<file path="src/rtl/present_pkg.sv">
// Shared PRESENT-80 definitions: widths, S-box tables, key-schedule and S-box layer helpers.
package present_pkg;

    localparam int KEY_W      = 80;
    localparam int BLK_W      = 64;
    localparam int ROUNDS_STD = 31;
    localparam int CNT_W      = 5;

    // Tables packed so that entry x sits at bits [4x+3:4x].
    localparam logic [63:0] SBOX     = 64'h21748FE3DA09B65C;
    localparam logic [63:0] SBOX_INV = 64'hA970364BD21C8FE5;

    typedef enum logic [1:0] {
        ST_IDLE   = 2'd0,
        ST_KEYEXP = 2'd1,
        ST_WHITEN = 2'd2,
        ST_ROUND  = 2'd3
    } fsm_state_t;

    function automatic logic [3:0] sbox4(input logic [3:0] x);
        return SBOX[{x, 2'b00} +: 4];
    endfunction

    function automatic logic [3:0] sbox4_inv(input logic [3:0] x);
        return SBOX_INV[{x, 2'b00} +: 4];
    endfunction

    function automatic logic [BLK_W-1:0] sbox_layer_inv(input logic [BLK_W-1:0] x);
        logic [BLK_W-1:0] r;
        r = '0;
        for (int n = 0; n < 16; n++) begin
            r[4*n +: 4] = sbox4_inv(x[4*n +: 4]);
        end
        return r;
    endfunction

    function automatic logic [KEY_W-1:0] fwd_key_update(input logic [KEY_W-1:0] k,
                                                        input logic [CNT_W-1:0] i);
        logic [KEY_W-1:0] r;
        r          = {k[18:0], k[79:19]};
        r[79:76]   = sbox4(r[79:76]);
        r[19:15]   = r[19:15] ^ i;
        return r;
    endfunction

    // Undoes fwd_key_update step by step in reverse order.
    function automatic logic [KEY_W-1:0] inv_key_update(input logic [KEY_W-1:0] k,
                                                        input logic [CNT_W-1:0] i);
        logic [KEY_W-1:0] r;
        r          = k;
        r[19:15]   = r[19:15] ^ i;
        r[79:76]   = sbox4_inv(r[79:76]);
        r          = {r[60:0], r[79:61]};
        return r;
    endfunction

endpackage

</file>
<file path="src/rtl/present80_decrypt_if.sv">
// Request/response bundle of the PRESENT-80 decryptor.
interface present80_decrypt_if;
    import present_pkg::*;

    logic              start;
    logic [KEY_W-1:0]  key;
    logic [BLK_W-1:0]  data_in;
    logic              busy;
    logic              done;
    logic [BLK_W-1:0]  data_out;

    modport master (
        output start, key, data_in,
        input  busy, done, data_out
    );

    modport slave (
        input  start, key, data_in,
        output busy, done, data_out
    );

endinterface

</file>
<file path="src/rtl/present_inv_player.sv">
// Inverse PRESENT bit permutation: out[j] = in[16*j mod 63], bit 63 fixed.
module present_inv_player
    import present_pkg::*;
(
    input  logic [BLK_W-1:0] din,
    output logic [BLK_W-1:0] dout
);

    for (genvar j = 0; j < 63; j++) begin : g_bit
        assign dout[j] = din[(32'd16 * j) % 32'd63];
    end

    assign dout[63] = din[63];

endmodule

</file>
<file path="src/rtl/present80_decrypt.sv">
// Iterative PRESENT-80 decryptor: forward key expansion to K32, whitening, then ROUNDS inverse rounds.
module present80_decrypt
    import present_pkg::*;
#(
    parameter int ROUNDS = ROUNDS_STD
) (
    input  logic                clk,
    input  logic                rst,
    present80_decrypt_if.slave  bus
);

    localparam logic [CNT_W-1:0] ROUNDS_C = CNT_W'(ROUNDS);

    fsm_state_t         state_r;
    fsm_state_t         state_nx_s;
    logic [CNT_W-1:0]   cnt_r;
    logic [BLK_W-1:0]   data_r;
    logic [KEY_W-1:0]   key_r;
    logic               busy_r;
    logic               done_r;
    logic [BLK_W-1:0]   dout_r;

    logic               load_s;
    logic               kexp_s;
    logic               whiten_s;
    logic               round_en_s;
    logic               last_s;
    logic [BLK_W-1:0]   invp_s;
    logic [BLK_W-1:0]   round_s;

    present_inv_player u_inv_player (
        .din  (data_r),
        .dout (invp_s)
    );

    assign round_s = sbox_layer_inv(invp_s) ^ key_r[79:16];

    // FSM state register
    always_ff @(posedge clk) begin
        if (rst) begin
            state_r <= ST_IDLE;
        end else begin
            state_r <= state_nx_s;
        end
    end

    // FSM next-state decode
    always_comb begin
        state_nx_s = state_r;
        case (state_r)
            ST_IDLE: begin
                if (bus.start) begin
                    state_nx_s = ST_KEYEXP;
                end else begin
                    state_nx_s = ST_IDLE;
                end
            end
            ST_KEYEXP: begin
                if (cnt_r == ROUNDS_C) begin
                    state_nx_s = ST_WHITEN;
                end else begin
                    state_nx_s = ST_KEYEXP;
                end
            end
            ST_WHITEN: begin
                state_nx_s = ST_ROUND;
            end
            ST_ROUND: begin
                if (cnt_r == 5'd1) begin
                    state_nx_s = ST_IDLE;
                end else begin
                    state_nx_s = ST_ROUND;
                end
            end
            default: begin
                state_nx_s = ST_IDLE;
            end
        endcase
    end

    // FSM output decode: datapath step enables
    always_comb begin
        load_s     = 1'b0;
        kexp_s     = 1'b0;
        whiten_s   = 1'b0;
        round_en_s = 1'b0;
        last_s     = 1'b0;
        case (state_r)
            ST_IDLE: begin
                load_s = bus.start;
            end
            ST_KEYEXP: begin
                kexp_s = 1'b1;
            end
            ST_WHITEN: begin
                whiten_s = 1'b1;
            end
            ST_ROUND: begin
                round_en_s = 1'b1;
                last_s     = (cnt_r == 5'd1);
            end
            default: begin
                load_s = 1'b0;
            end
        endcase
    end

    // Cipher state, key schedule register and round counter
    always_ff @(posedge clk) begin
        if (rst) begin
            data_r <= '0;
            key_r  <= '0;
            cnt_r  <= '0;
        end else if (load_s) begin
            data_r <= bus.data_in;
            key_r  <= bus.key;
            cnt_r  <= 5'd1;
        end else if (kexp_s) begin
            key_r  <= fwd_key_update(key_r, cnt_r);
            cnt_r  <= cnt_r + 5'd1;
        end else if (whiten_s) begin
            // key_r holds K32 here; step back to K31 for the first inverse round.
            data_r <= data_r ^ key_r[79:16];
            key_r  <= inv_key_update(key_r, ROUNDS_C);
            cnt_r  <= ROUNDS_C;
        end else if (round_en_s) begin
            data_r <= round_s;
            if (cnt_r > 5'd1) begin
                key_r <= inv_key_update(key_r, cnt_r - 5'd1);
            end
            cnt_r  <= cnt_r - 5'd1;
        end
    end

    // Registered handshake outputs and plaintext
    always_ff @(posedge clk) begin
        if (rst) begin
            busy_r <= 1'b0;
            done_r <= 1'b0;
            dout_r <= '0;
        end else begin
            done_r <= last_s;
            if (load_s) begin
                busy_r <= 1'b1;
            end else if (last_s) begin
                busy_r <= 1'b0;
            end
            if (last_s) begin
                dout_r <= round_s;
            end
        end
    end

    assign bus.busy     = busy_r;
    assign bus.done     = done_r;
    assign bus.data_out = dout_r;

endmodule

</file>
<file path="src/flat_wrapper.sv">
// flat-port wrapper written by rule: the top's interface ports become plain ports
module present80_decrypt_flat import present_pkg::*;
#(
    parameter int ROUNDS = ROUNDS_STD
)
  (clk, rst, bus_start, bus_key, bus_data_in, bus_busy, bus_done, bus_data_out);
  present80_decrypt_if bus_i ();
  input  logic clk;
  input  logic rst;
  input wire logic [$bits(bus_i.start)-1:0] bus_start;
  input wire logic [$bits(bus_i.key)-1:0] bus_key;
  input wire logic [$bits(bus_i.data_in)-1:0] bus_data_in;
  output wire logic [$bits(bus_i.busy)-1:0] bus_busy;
  output wire logic [$bits(bus_i.done)-1:0] bus_done;
  output wire logic [$bits(bus_i.data_out)-1:0] bus_data_out;
  assign bus_i.start = bus_start;
  assign bus_i.key = bus_key;
  assign bus_i.data_in = bus_data_in;
  assign bus_busy = bus_i.busy;
  assign bus_done = bus_i.done;
  assign bus_data_out = bus_i.data_out;
  present80_decrypt #(.ROUNDS(ROUNDS)) u_core (.clk(clk), .rst(rst), .bus(bus_i));
endmodule
</file>
<file path="config.mk">
export PLATFORM = sky130hd
export DESIGN_NAME = present80_decrypt_flat
export DESIGN_NICKNAME = d
export VERILOG_FILES = /design/src/rtl/present_pkg.sv /design/src/rtl/present80_decrypt_if.sv /design/src/rtl/present_inv_player.sv /design/src/rtl/present80_decrypt.sv /design/src/flat_wrapper.sv
export SDC_FILE = /design/constraint.sdc
export NUM_CORES = 1
export LEC_CHECK = 0
export ABC_AREA = 1
export CORE_MARGIN = 2
export CORE_UTILIZATION = 30
export CTS_CLUSTER_SIZE = 28
export DETAILED_ROUTE_END_ITERATION = 10
export SYNTH_ARGS = -nofsm -noshare
export SYNTH_HDL_FRONTEND = slang
export SYNTH_SLANG_ARGS = --single-unit
</file>
<file path="constraint.sdc">
create_clock -name clk -period 2.4 [get_ports clk]
set_input_delay 0.6 -clock clk [delete_from_list [all_inputs] [get_ports clk]]
set_output_delay 0.6 -clock clk [all_outputs]
set_load 0.02 [all_outputs]
</file>
==> results.env, run 1 <==
OUTCOME='finished, final reports clean'
WORST_SLEW_PIN_SLEW_NS=0.647
TIMING_WORST_SETUP_PATH_TYPE='reg2out'
ROUTED_VIA_DENSITY=5.38
ASYNC_RESET_FF_FRAC=0
REQ_TIME_CRIT_PATH_NS=1.80
YOSYS-TOP-CELLS-COUNT='sky130_fd_sc_hd__nand2_1, sky130_fd_sc_hd__nand3_1, sky130_fd_sc_hd__a21oi_1'
GRT_FIRST_PASS_WIRELENGTH_MM=107
VIAS_IN_THE_FIRST_GLOBAL_ROUTE=16800
SYNTH_MOST_COMMON_CELL='sky130_fd_sc_hd__nand2_1'
DETAILROUTE.VIA_COUNT=18100
TIMING.FINAL.SETUP_VIOLATIONS=0
CTS_MAX_LEVEL=1
PWR_DENSITY_CELL_mW_PER_MM2=644
N_ANTENNA_CELL=0
SEQUENTIAL_ELEMENT_SHARE_OF_THE_SYNTHESIZED_AREA=0.281
LAST_WEIGHTED_CONGESTION_VALUE_OF_THE_ROUTABILITY_DRIVEN_PLACER=0.984
MEAN_CELL_AREA_OF_THE_MAPPED_NETLIST_UM2=6.20
POST_PLACE_CELL_AREA_MM2=0.0187
ROUTE.FINAL.WIRE_LENGTH_MM=73.1
TRITONCTS='yes'
ANT_NETS=0
PERIOD_NEEDED_NS=2.18
HOLDBUFCOUNTCTS=0
START_UTIL=0.303
SYNTHCELLS=2494
MET2_ROUTED_WL_MM=30.8
GRT_UTIL_ALL_LAYERS=0.265
GRT_SETUP_UNREPAIRED='no'
YS_TYPES=33
YS_FF_LATCH=217
POST_SYNTH_INSTANCE_AREA_MM2=0.0155
FINCLKSKEW_NS=0.0133
FIN_SETUP_TNS_NS=0
YOSYS_WARNINGS=0
WL_PER_CELL_UM=21.7
CRITICAL_PATH_BUF_INV_COUNT=1
LAYOUT.AREA.SEQ_MM2=0.00435
WORST_PATH_DOMINANT_CELL_FAMILY='buffers and inverters'
FINAL_CORE_UTIL=0.383
CRITICAL_PATH.SLOWEST_CELL='sky130_fd_sc_hd__clkdlybuf4s50_1'
MOST_AREA_CONSUMING_CELLS_AFTER_SYNTHESIS='sky130_fd_sc_hd__dfxtp_1, sky130_fd_sc_hd__nand2_1, sky130_fd_sc_hd__nand3_1, sky130_fd_sc_hd__ha_1, sky130_fd_sc_hd__a21oi_1'
WL_MET3_MM=7.15
SYNTH_FF_TYPE='sky130_fd_sc_hd__dfxtp_1'
DRTPASS1ITERATIONS=7
GRT_START_MAX_NET_PINS=52
TIMING.MAX_SLEW.REL_SLACK=0.568
PLACE.DETAILED.HPWL_MM=56.1
DRT_DRC_VIOLATIONS_LEFT=0
SYNTH_NETS=2752
WORSTHOLDPATHTYPE='in2reg'
POST-ROUTE-PERIOD-UTIL=0.908
GLOBALROUTE.TOTALOVERFLOW=0
CELLLEAKAGEPOWER_nW=8.79
AREA_GROWTH_SYN_TO_LAYOUT_PCT=26.7
FILLER_CELL_COUNT=5448
STANDARD_CELL_CORE_AREA_MM2=0.0511
CRIT_PATH_MAX_FANOUT=2
CRITPATHCAPTURETYPE='primary output'
FINAL_MAX_SLEW_VIOL_COUNT=0
CRITPATHLAUNCHTYPE='register'
ROW_COUNT=83
DRT-INITIAL-DRC-COUNT=1880
SYNTH_TOP_CELL_BY_AREA='sky130_fd_sc_hd__dfxtp_1'
NUM-NETS-FINAL=2935
CTS.SINKS=217
PATH_CELLS='clkdlybuf4s50_1'
CLOCK.FMAX_MHz=459
MAXCAPVIOLATIONS=0
CRITICAL_PATH.MAX_STAGE_DELAY_NS=0.63
FIN_WORST_HOLD_SLACK_NS=0.452
DIE_H_UM=231
CLK_PIN_SLEW_NS=0.06
NUMPORTBUFFERS=212
TRITONCTS.NUM_BUFFERS=28
CTS.PATH.MAX_BUFFERS=3
HOLD_VIOL_FINAL=0
FP.DIEW_UM=231
CRITICAL_PATH_ARRIVAL_NS=1.58
AREA_TAKEN_BY_MULTI_INPUT_LOGIC_GATES_MM2=0.00965
POST_CTS.RESIZED_INSTANCES=0
CTS.ROOT.BUFFER_CELL='sky130_fd_sc_hd__clkbuf_16'
CLOCK_INSERTION_DELAY_WORST_SKEW_NS=0.58
HIGHEST_LAYER='met5'
M1WIRELENGTH_MM=31.7
SYNTHDOMINANTCELLAREASHARE=0.281
VDD.IR_DROP.WORST_uV=568
POST-CTS-SETUP-BUFFER-COUNT=0
DIEAREA_MM2=0.0534
POST_ROUTE_CELLS_DRIVE_ABOVE_1_SHARE=0.0672
DESIGN_AREA_MM2=0.0196
IO-PIN-COUNT=213
GRT_ANTENNA_BEFORE_REPAIR=4
SYNTH_EDF_COUNT=0
metrics by stage:
step | total power, W | instances | setup slack, ns
4_1_cts | 0.0126 | 3372 | 0.194
5_1_grt | 0.0132 | 3372 | 0.0943
2_1_floorplan | 0.00648 | 2494 | 0.657
3_5_place_dp | 0.00813 | 3327 | 0.0292
3_3_place_gp | 0.00809 | 3327 | 0.0478
6_report | 0.0126 | 3372 | 0.220
sequential cells by signal (all words and copies together) (netlist names):
name,cells
u_core.key_r,80
u_core.bus.data_out,64
u_core.data_r,64
u_core.cnt_r,5
u_core.state_r,2
u_core.bus.busy,1
u_core.bus.done,1
cell families (layout without fill, tap and decap cells):
| group | Yosys count | count (layout) | share of synthesized area |
|---|---|---|---|
| compound gates | 554 | 554 | 0.188 |
| xor+xnor | 30 | 30 | 0.0170 |
| fa+ha+maj | 111 | 111 | 0.0898 |
| buf+inv | 366 | 564 | 0.0954 |
| flops | 217 | 217 | 0.281 |
| simple gates | 1216 | 1216 | 0.329 |
report_power, final:
part           leakage [nW]  switching [W]  internal (W)
combinational          6.55        0.00247       0.00134
sequential             1.78       0.000490       0.00387
clock                 0.459        0.00176       0.00268
total                  8.79        0.00473       0.00789
worst reg2reg max path, cell delays in order (launching register included):
cell,delay (ns)
sky130_fd_sc_hd__dfxtp_1,0.57
sky130_fd_sc_hd__buf_4,0.31
sky130_fd_sc_hd__nand2_1,0.08
sky130_fd_sc_hd__inv_1,0.11
sky130_fd_sc_hd__nand3_1,0.19
sky130_fd_sc_hd__o21ai_4,0.14
sky130_fd_sc_hd__inv_2,0.12
sky130_fd_sc_hd__buf_4,0.22
sky130_fd_sc_hd__o21ai_0,0.20
sky130_fd_sc_hd__a21oi_1,0.07
metal layers:
layer	vias to the layer above	global-route usage
li1	8526	-
met3	146	0.0490
met2	962	0.405
met4	8	0.107
met1	8485	0.366
met5	-	0.0119
final cells by class:
| type | count | area share |
|---|---|---|
| Clock inverter | 10 | 0.00780 |
| Tap cell | 680 | 0.0435 |
| Sequential cell | 217 | 0.222 |
| Inverter | 227 | 0.0438 |
| Clock buffer | 35 | 0.0397 |
| Timing Repair Buffer | 292 | 0.150 |
| Multi-Input combinational cell | 1911 | 0.493 |
worst paths after layout:
kind | from | end | slack, ns | depth (start not counted)
worst max-delay path | u_core.bus.data_out[28] | bus_data_out[28] | 0.22 | 1
worst min-delay path | rst | u_core.data_r[59] | 0.45 | 2
worst max register to register | u_core.state_r[0] | u_core.key_r[77] | 0.28 | 9
worst min register to register | u_core.bus.data_out[48] | u_core.bus.data_out[48] | 0.47 | 2
cell usage in the layout, fill, tap and decap left out, drive strengths merged:
| cell | synthesis | layout |
|---|---|---|
| nand4 | 2 | 2 |
| clkdlybuf4s50 | 0 | 211 |
| nor4 | 1 | 1 |
| a31oi | 11 | 11 |
| o31ai | 1 | 1 |
| o211ai | 40 | 40 |
| nor2 | 58 | 58 |
| clkinvlp | 0 | 1 |
| nand2 | 805 | 805 |
| clkbuf | 82 | 35 |
| o21a | 1 | 1 |
| nor3 | 3 | 3 |
| nand3 | 309 | 309 |
| xnor2 | 4 | 4 |
| dfxtp | 217 | 217 |
| clkinv | 1 | 6 |
| o21ai | 238 | 238 |
| ha | 111 | 111 |
| inv | 226 | 226 |
| a21oi | 263 | 263 |
| buf | 57 | 81 |
| xor2 | 26 | 26 |
| or2 | 38 | 38 |
| bufinv | 0 | 4 |
Power figures use the tool's default switching activity.
==> run 2: changes to the inputs <==
Settings changed: SYNTH_HIERARCHICAL from default to 1.
==> run 2 against run 1 <==
Final cell count fell by 0.77%. Worst hold slack improved by 0.017 ns. Total power rose by 0.27%. Critical path type unchanged. Clock skew rose by 0.0056 ns. Area after synthesis rose by 2.9%. Clock power rose by 8.3%. Largest power group unchanged. Die area rose by 2.8%. Worst setup slack improved by 0.019 ns. Via count fell by 3.8%. Combinational power fell by 7.3%.
==> results.env, run 2 <==
DIEAREA_MM2=0.0549
HOLD_PATH_STARTPOINT='u_core/key_r[5]'
POST_CTS.RESIZED_INSTANCES=0
TIMING.FINAL.SETUP_VIOLATIONS=0
YS_TYPES=31
CELLLEAKAGEPOWER_nW=8.77
PLACE.DETAILED.HPWL_MM=54.2
N_ANTENNA_CELL=0
TIMING.HOLD.WORST_PATH_DEPTH=2
WL_PER_CELL_UM=21.1
CTS.ROOT.BUFFER_CELL='sky130_fd_sc_hd__clkbuf_16'
POWER.SEQUENTIAL.FRACTION=0.341
PATH_CELLS='clkdlybuf4s50_1'
TRITONCTS.NUM_BUFFERS=28
PWR_DENSITY_CELL_mW_PER_MM2=637
SYNTH_MOST_COMMON_CELL='sky130_fd_sc_hd__nand2_1'
SEQUENTIAL_ELEMENT_SHARE_OF_THE_SYNTHESIZED_AREA=0.273
SYNTH_NETS=2749
POST-CTS-SETUP-BUFFER-COUNT=0
DRT-INITIAL-DRC-COUNT=1932
GRT_SETUP_UNREPAIRED='no'
R2R_SETUP_SLACK_NS=0.35
FINAL_CELL_MIX='sky130_fd_sc_hd__nand2_1, sky130_fd_sc_hd__o21ai_0, sky130_fd_sc_hd__inv_1'
GRT_FIRST_PASS_WIRELENGTH_MM=102
SHARE_CLK_OF_TOTAL_POWER=0.381
TOTALPOWERFINAL_W=0.0127
YS_FF_LATCH=217
VIAS_IN_THE_FIRST_GLOBAL_ROUTE=16000
LAST_WEIGHTED_CONGESTION_VALUE_OF_THE_ROUTABILITY_DRIVEN_PLACER=0.952
FINCLKSKEW_NS=0.0189
CRITPATHLAUNCHTYPE='register'
NUM-NETS-FINAL=2894
CTS.SINKS=217
REQ_TIME_CRIT_PATH_NS=1.80
GRT_UTIL_ALL_LAYERS=0.249
CRITICAL_PATH.SLOWEST_CELL='sky130_fd_sc_hd__clkdlybuf4s50_1'
OUTCOME='finished, final reports clean'
CLOCK.FMAX_MHz=463
CRITICAL_PATH_ARRIVAL_NS=1.56
GRT_ANTENNA_BEFORE_REPAIR=2
GLOBALROUTE.TOTALOVERFLOW=0
YOSYS_WARNINGS=6
NUMPORTBUFFERS=212
ASYNC_RESET_FF_FRAC=0
RR_STARTPOINT='u_core/data_r[31]'
SYNTHDOMINANTCELLAREASHARE=0.273
YOSYS-TOP-CELLS-COUNT='sky130_fd_sc_hd__nand2_1, sky130_fd_sc_hd__o21ai_0, sky130_fd_sc_hd__inv_1'
PERIOD_NEEDED_NS=2.16
CTS.PATH.MAX_BUFFERS=3
HOLD_VIOL_FINAL=0
DRTPASS1ITERATIONS=5
CLK_PIN_SLEW_NS=0.06
SYNTHCELLS=2491
CLOCK_INSERTION_DELAY_WORST_SKEW_NS=0.57
IO-PIN-COUNT=213
POST_SYNTH_INSTANCE_AREA_MM2=0.0159
LARGEST_REG_FLOPS=80
CRITPATHCAPTURETYPE='primary output'
VDD.IR_DROP.WORST_uV=561
GRT_START_MAX_NET_PINS=99
POWER.INTERNAL_W=0.00819
REG_WITH_MOST_FFS='u_core/key_r'
TIMING_WORST_SETUP_PATH_TYPE='reg2out'
ROUTE.FINAL.WIRE_LENGTH_MM=70.5
LAYOUT.CELLS.MOST_COMMON='sky130_fd_sc_hd__nand2_1'
MOST_AREA_CONSUMING_CELLS_AFTER_SYNTHESIS='sky130_fd_sc_hd__dfxtp_1, sky130_fd_sc_hd__nand2_1, sky130_fd_sc_hd__o21ai_0, sky130_fd_sc_hd__ha_1, sky130_fd_sc_hd__a21oi_1'
DRT_DRC_VIOLATIONS_LEFT=0
TRITONCTS='yes'
WORST_PATH_DOMINANT_CELL_FAMILY='buffers and inverters'
SW_FRAC_OF_TOTAL=0.353
AREA_GROWTH_SYN_TO_LAYOUT_PCT=24.9
CRITICAL_PATH.REG2REG.ENDPOINT='u_core/data_r[60]'
SYNTH_TOP_CELL_BY_AREA='sky130_fd_sc_hd__dfxtp_1'
ANT_NETS=0
FIN_SETUP_TNS_NS=0
WORST_SLEW_PIN_SLEW_NS=0.561
CRIT_PATH_MAX_FANOUT=2
WORST_HOLD_PATH.ENDPOINT='u_core/key_r[5]'
CTS_MAX_LEVEL=1
SYNTH_EDF_COUNT=0
ROW_COUNT=84
POST-ROUTE-PERIOD-UTIL=0.900
HOLDBUFCOUNTCTS=0
CRITICAL_PATH_BUF_INV_COUNT=1
DETAILROUTE.VIA_COUNT=17400
WORSTHOLDPATHTYPE='reg2reg'
MAXCAPVIOLATIONS=0
FINAL_MAX_SLEW_VIOL_COUNT=0
ROUTED_VIA_DENSITY=5.21
CRITICAL_PATH.MAX_STAGE_DELAY_NS=0.63
MEAN_CELL_AREA_OF_THE_MAPPED_NETLIST_UM2=6.38
DIE_H_UM=234
TIMING.MAX_SLEW.REL_SLACK=0.626
POST_ROUTE_CELLS_DRIVE_ABOVE_1_SHARE=0.0617
RR_WORST_DEPTH=13
FP.DIEW_UM=234
P_COMB_FRAC=0.279
POWER.NET_SWITCHING_W=0.00447
START_UTIL=0.303
SYNTH_FF_TYPE='sky130_fd_sc_hd__dfxtp_1'
STANDARD_CELL_CORE_AREA_MM2=0.0524
## run 2: cell types whose count changed after synthesis, sizes merged, moves of 65 or more
cell,before,now
buf,57,132
inv,226,291
nand2,805,602
nand3,309,188
nor2,58,132
o21ai,238,356
## run 2: how the worst max path moves through the flow
stage	startpoint	to	slack, ns	cells after the start
final	u_core/bus.data_out[26]	bus_data_out[26]	0.24	1
after global routing	u_core/data_r[1]	u_core/bus.data_out[6]	0.15	10
after CTS	u_core/bus.data_out[35]	bus_data_out[35]	0.18	1
after detailed placement	bus_start	u_core/key_r[21]	0.03	8
after global placement	bus_start	u_core/key_r[64]	0.04	8
after floorplan	u_core/data_r[6]	u_core/data_r[25]	0.67	10
## run 2: stage by stage
stage	setup WS (ns)	hold WS, ns	utilization	area, um2	cells
5_1_grt	0.150	0.479	0.379	19900	3346
3_5_place_dp	0.0330	0.461	0.359	18800	3294
2_1_floorplan	0.670	0.441	-	15900	2491
4_1_cts	0.180	0.469	0.379	19900	3346
3_3_place_gp	0.0375	0.454	0.359	18800	3294
6_report	0.239	0.470	0.379	19900	3346
## run 2: logic make-up after synthesis
logic type / count (synthesis) / share of synthesized area
fa+ha+maj: 111 / 0.0873
flops: 217 / 0.273
buf+inv: 484 / 0.138
xor+xnor: 65 / 0.0358
compound gates: 683 / 0.228
simple gates: 931 / 0.238
## run 2: area by class of cell
| cell class | instances | area [um2] |
|---|---|---|
| inverter | 291 | 1090 |
| clock inverter | 10 | 175 |
| sequential | 217 | 4340 |
| fill | 5470 | 32600 |
| multi-input combinational | 1790 | 9390 |
| clock buffer | 42 | 875 |
| timing repair buffer | 308 | 3130 |
| tap | 688 | 861 |
## run 2: worst min-delay path: stages, from the launching register on
cell and delay [ns]:
sky130_fd_sc_hd__dfxtp_1 0.30, sky130_fd_sc_hd__inv_1 0.06, sky130_fd_sc_hd__a21oi_1 0.06
## run 2: power by group through the flow
stage,logic (W),registers [W],clock network [W]
CTS,0.00347,0.00429,0.00488
global placement,0.00341,0.00436,0
finish,0.00353,0.00431,0.00482
floorplan,0.00219,0.00412,0
global route,0.00387,0.00433,0.00500
detailed placement,0.00346,0.00437,0
## run 2: layer usage
metal	vias up	GRT usage	share of wire
met3	137	0.0368	0.091
met5	-	0	0.00018
met2	870	0.386	0.43
met1	8077	0.346	0.44
li1	8353	-	-
met4	2	0.0941	0.041
==> run 3: changes to the inputs <==
Settings changed: CAP_MARGIN from default to 25, CORE_UTILIZATION 30 to 40.
==> run 3 against run 2 <==
Final area decreased by 0.60%. Critical path type unchanged. Wire length decreased by 6.9%. Sequential power about the same. Core utilization is 12 points higher.
==> results.env, run 3 (synthesized netlist as in run 2, its figures left out) <==
OUTCOME='finished, final reports clean'
CELLLEAKAGEPOWER_nW=8.81
GRT_FIRST_PASS_WIRELENGTH_MM=97.2
POST-CTS-SETUP-BUFFER-COUNT=0
START_UTIL=0.403
CRITICAL_PATH_BUF_INV_COUNT=1
CLOCK.FMAX_MHz=465
CRITICAL_PATH_ARRIVAL_NS=1.55
GRT_SETUP_UNREPAIRED='no'
FINAL-INSTANCE-COUNT-EXCL-FILL=3186
ROUTED_VIA_DENSITY=5.37
CTS.ROOT.BUFFER_CELL='sky130_fd_sc_hd__clkbuf_16'
CLOCK_INSERTION_DELAY_WORST_SKEW_NS=0.57
DIEAREA_MM2=0.0414
TRITONCTS='yes'
RR_STARTPOINT='u_core/data_r[2]'
DRT_DRC_VIOLATIONS_LEFT=0
CTS_MAX_LEVEL=1
TRITONCTS.NUM_BUFFERS=28
ROUTE.FINAL.WIRE_LENGTH_MM=65.7
TIMING.FINAL.SETUP_VIOLATIONS=0
VIAS_IN_THE_FIRST_GLOBAL_ROUTE=15800
POWER.INTERNAL_W=0.00841
FINAL_MAX_SLEW_VIOL_COUNT=0
LARGEST_REG_FLOPS=80
GLOBALROUTE.TOTALOVERFLOW=0
CLK_PIN_SLEW_NS=0.06
WORST_SLEW_PIN_SLEW_NS=0.532
AREA_TAKEN_BY_MULTI_INPUT_LOGIC_GATES_MM2=0.00939
WL_PER_CELL_UM=20.6
POST-ROUTE-PERIOD-UTIL=0.896
FINAL_CORE_UTIL=0.500
GRT_ANTENNA_BEFORE_REPAIR=2
ROW_COUNT=73
HOLD_PATH_STARTPOINT='u_core/key_r[5]'
POWER.NET_SWITCHING_W=0.00436
STANDARD_CELL_CORE_AREA_MM2=0.0395
DIE_H_UM=203
TIMING_WORST_SETUP_PATH_TYPE='reg2out'
FP.DIEW_UM=203
PATH_CELLS='clkdlybuf4s50_1'
IO-PIN-COUNT=213
GRT_START_MAX_NET_PINS=99
CRIT_PATH_MAX_FANOUT=2
ANT_NETS=0
STARTPOINT='u_core/bus.data_out[58]'
PLACE.DETAILED.HPWL_MM=49.8
FINCLKSKEW_NS=0.0193
DRTPASS1ITERATIONS=7
SHARE_CLK_OF_TOTAL_POWER=0.394
GRT_UTIL_ALL_LAYERS=0.311
FINAL_CELL_MIX='sky130_fd_sc_hd__nand2_1, sky130_fd_sc_hd__o21ai_0, sky130_fd_sc_hd__inv_1'
AREA_GROWTH_SYN_TO_LAYOUT_PCT=24.2
LAYOUT.CELLS.MOST_COMMON='sky130_fd_sc_hd__nand2_1'
CRITPATHCAPTURETYPE='primary output'
PERIOD_NEEDED_NS=2.15
FIN_WORST_HOLD_SLACK_NS=0.473
REG_WITH_MOST_FFS='u_core/key_r'
POST_CTS.RESIZED_INSTANCES=0
CRITPATHLAUNCHTYPE='register'
FILLER_CELL_COUNT=4048
DRT-INITIAL-DRC-COUNT=1777
REQ_TIME_CRIT_PATH_NS=1.80
HOLD_VIOL_FINAL=0
CTS.PATH.MAX_BUFFERS=3
WORSTHOLDPATHTYPE='reg2reg'
PLACED_CELLS=3133
CRITICAL_PATH.MAX_STAGE_DELAY_NS=0.62
NUMPORTBUFFERS=212
FIN_SETUP_TNS_NS=0
PWR_DENSITY_CELL_mW_PER_MM2=646
DETAILROUTE.VIA_COUNT=17100
LAYOUT.AREA.SEQ_MM2=0.00434
WORST_PATH_DOMINANT_CELL_FAMILY='buffers and inverters'
VDD.IR_DROP.WORST_uV=482
MAXCAPVIOLATIONS=0
P_COMB_FRAC=0.270
CTS.SINKS=217
TIMING.MAX_SLEW.REL_SLACK=0.645
LAST_WEIGHTED_CONGESTION_VALUE_OF_THE_ROUTABILITY_DRIVEN_PLACER=0.953
SW_FRAC_OF_TOTAL=0.341
POST_ROUTE_CELLS_DRIVE_ABOVE_1_SHARE=0.0628
POWER.SEQUENTIAL.FRACTION=0.336
CRITICAL_PATH.SLOWEST_CELL='sky130_fd_sc_hd__clkdlybuf4s50_1'
HOLDBUFCOUNTCTS=0
NUM-NETS-FINAL=2896
[run 3: routing by layer]
layer | global-route usage | up-vias | share of wire
met5 | 0 | - | 0.00015
met4 | 0.122 | 2 | 0.044
met3 | 0.0415 | 143 | 0.082
met2 | 0.491 | 799 | 0.44
met1 | 0.429 | 7789 | 0.44
li1 | - | 8372 | -
[run 3: path summary, 6_finish.rpt]
path	depth (start not counted)	endpoint	slack [ns]
max reg2reg	8	u_core/data_r[11]	0.32
max	1	bus_data_out[58]	0.25
min	2	u_core/key_r[5]	0.47
min reg2reg	2	u_core/key_r[5]	0.47
[run 3: cell type report]
class | count | area share
Antenna cell | 1 | 0.000127
Clock buffer | 38 | 0.0420
Clock inverter | 14 | 0.0139
Inverter | 291 | 0.0554
Multi-Input combinational cell | 1790 | 0.475
Sequential cell | 217 | 0.220
Tap cell | 525 | 0.0333
Timing Repair Buffer | 310 | 0.160
[run 3: worst reg2reg max path, cell delays in order, from the launching register on]
cell and delay (ns):
sky130_fd_sc_hd__dfxtp_1 0.47, sky130_fd_sc_hd__inv_1 0.15, sky130_fd_sc_hd__ha_1 0.34, sky130_fd_sc_hd__nand2_1 0.11, sky130_fd_sc_hd__nand3_1 0.09, sky130_fd_sc_hd__nand2_1 0.18
sky130_fd_sc_hd__xor2_1 0.42, sky130_fd_sc_hd__nand2_1 0.12, sky130_fd_sc_hd__a21oi_1 0.15
[run 3: metrics by stage]
step	setup WS, ns	total power (W)	instance area (um2)
after global routing	0.170	0.0133	19700
final	0.250	0.0128	19700
after CTS	0.232	0.0127	19700
after floorplan	0.670	0.00631	15900
after global placement	0.0551	0.00769	18600
after detailed placement	-0.00154	0.00772	18600
[run 3: power by group through the flow]
stage | Combinational, W | Clock (W) | Sequential [W]
3_3_place_gp | 0.00333 | 0 | 0.00435
5_1_grt | 0.00380 | 0.00523 | 0.00431
6_report | 0.00344 | 0.00503 | 0.00429
3_5_place_dp | 0.00337 | 0 | 0.00435
4_1_cts | 0.00338 | 0.00508 | 0.00428
2_1_floorplan | 0.00219 | 0 | 0.00412
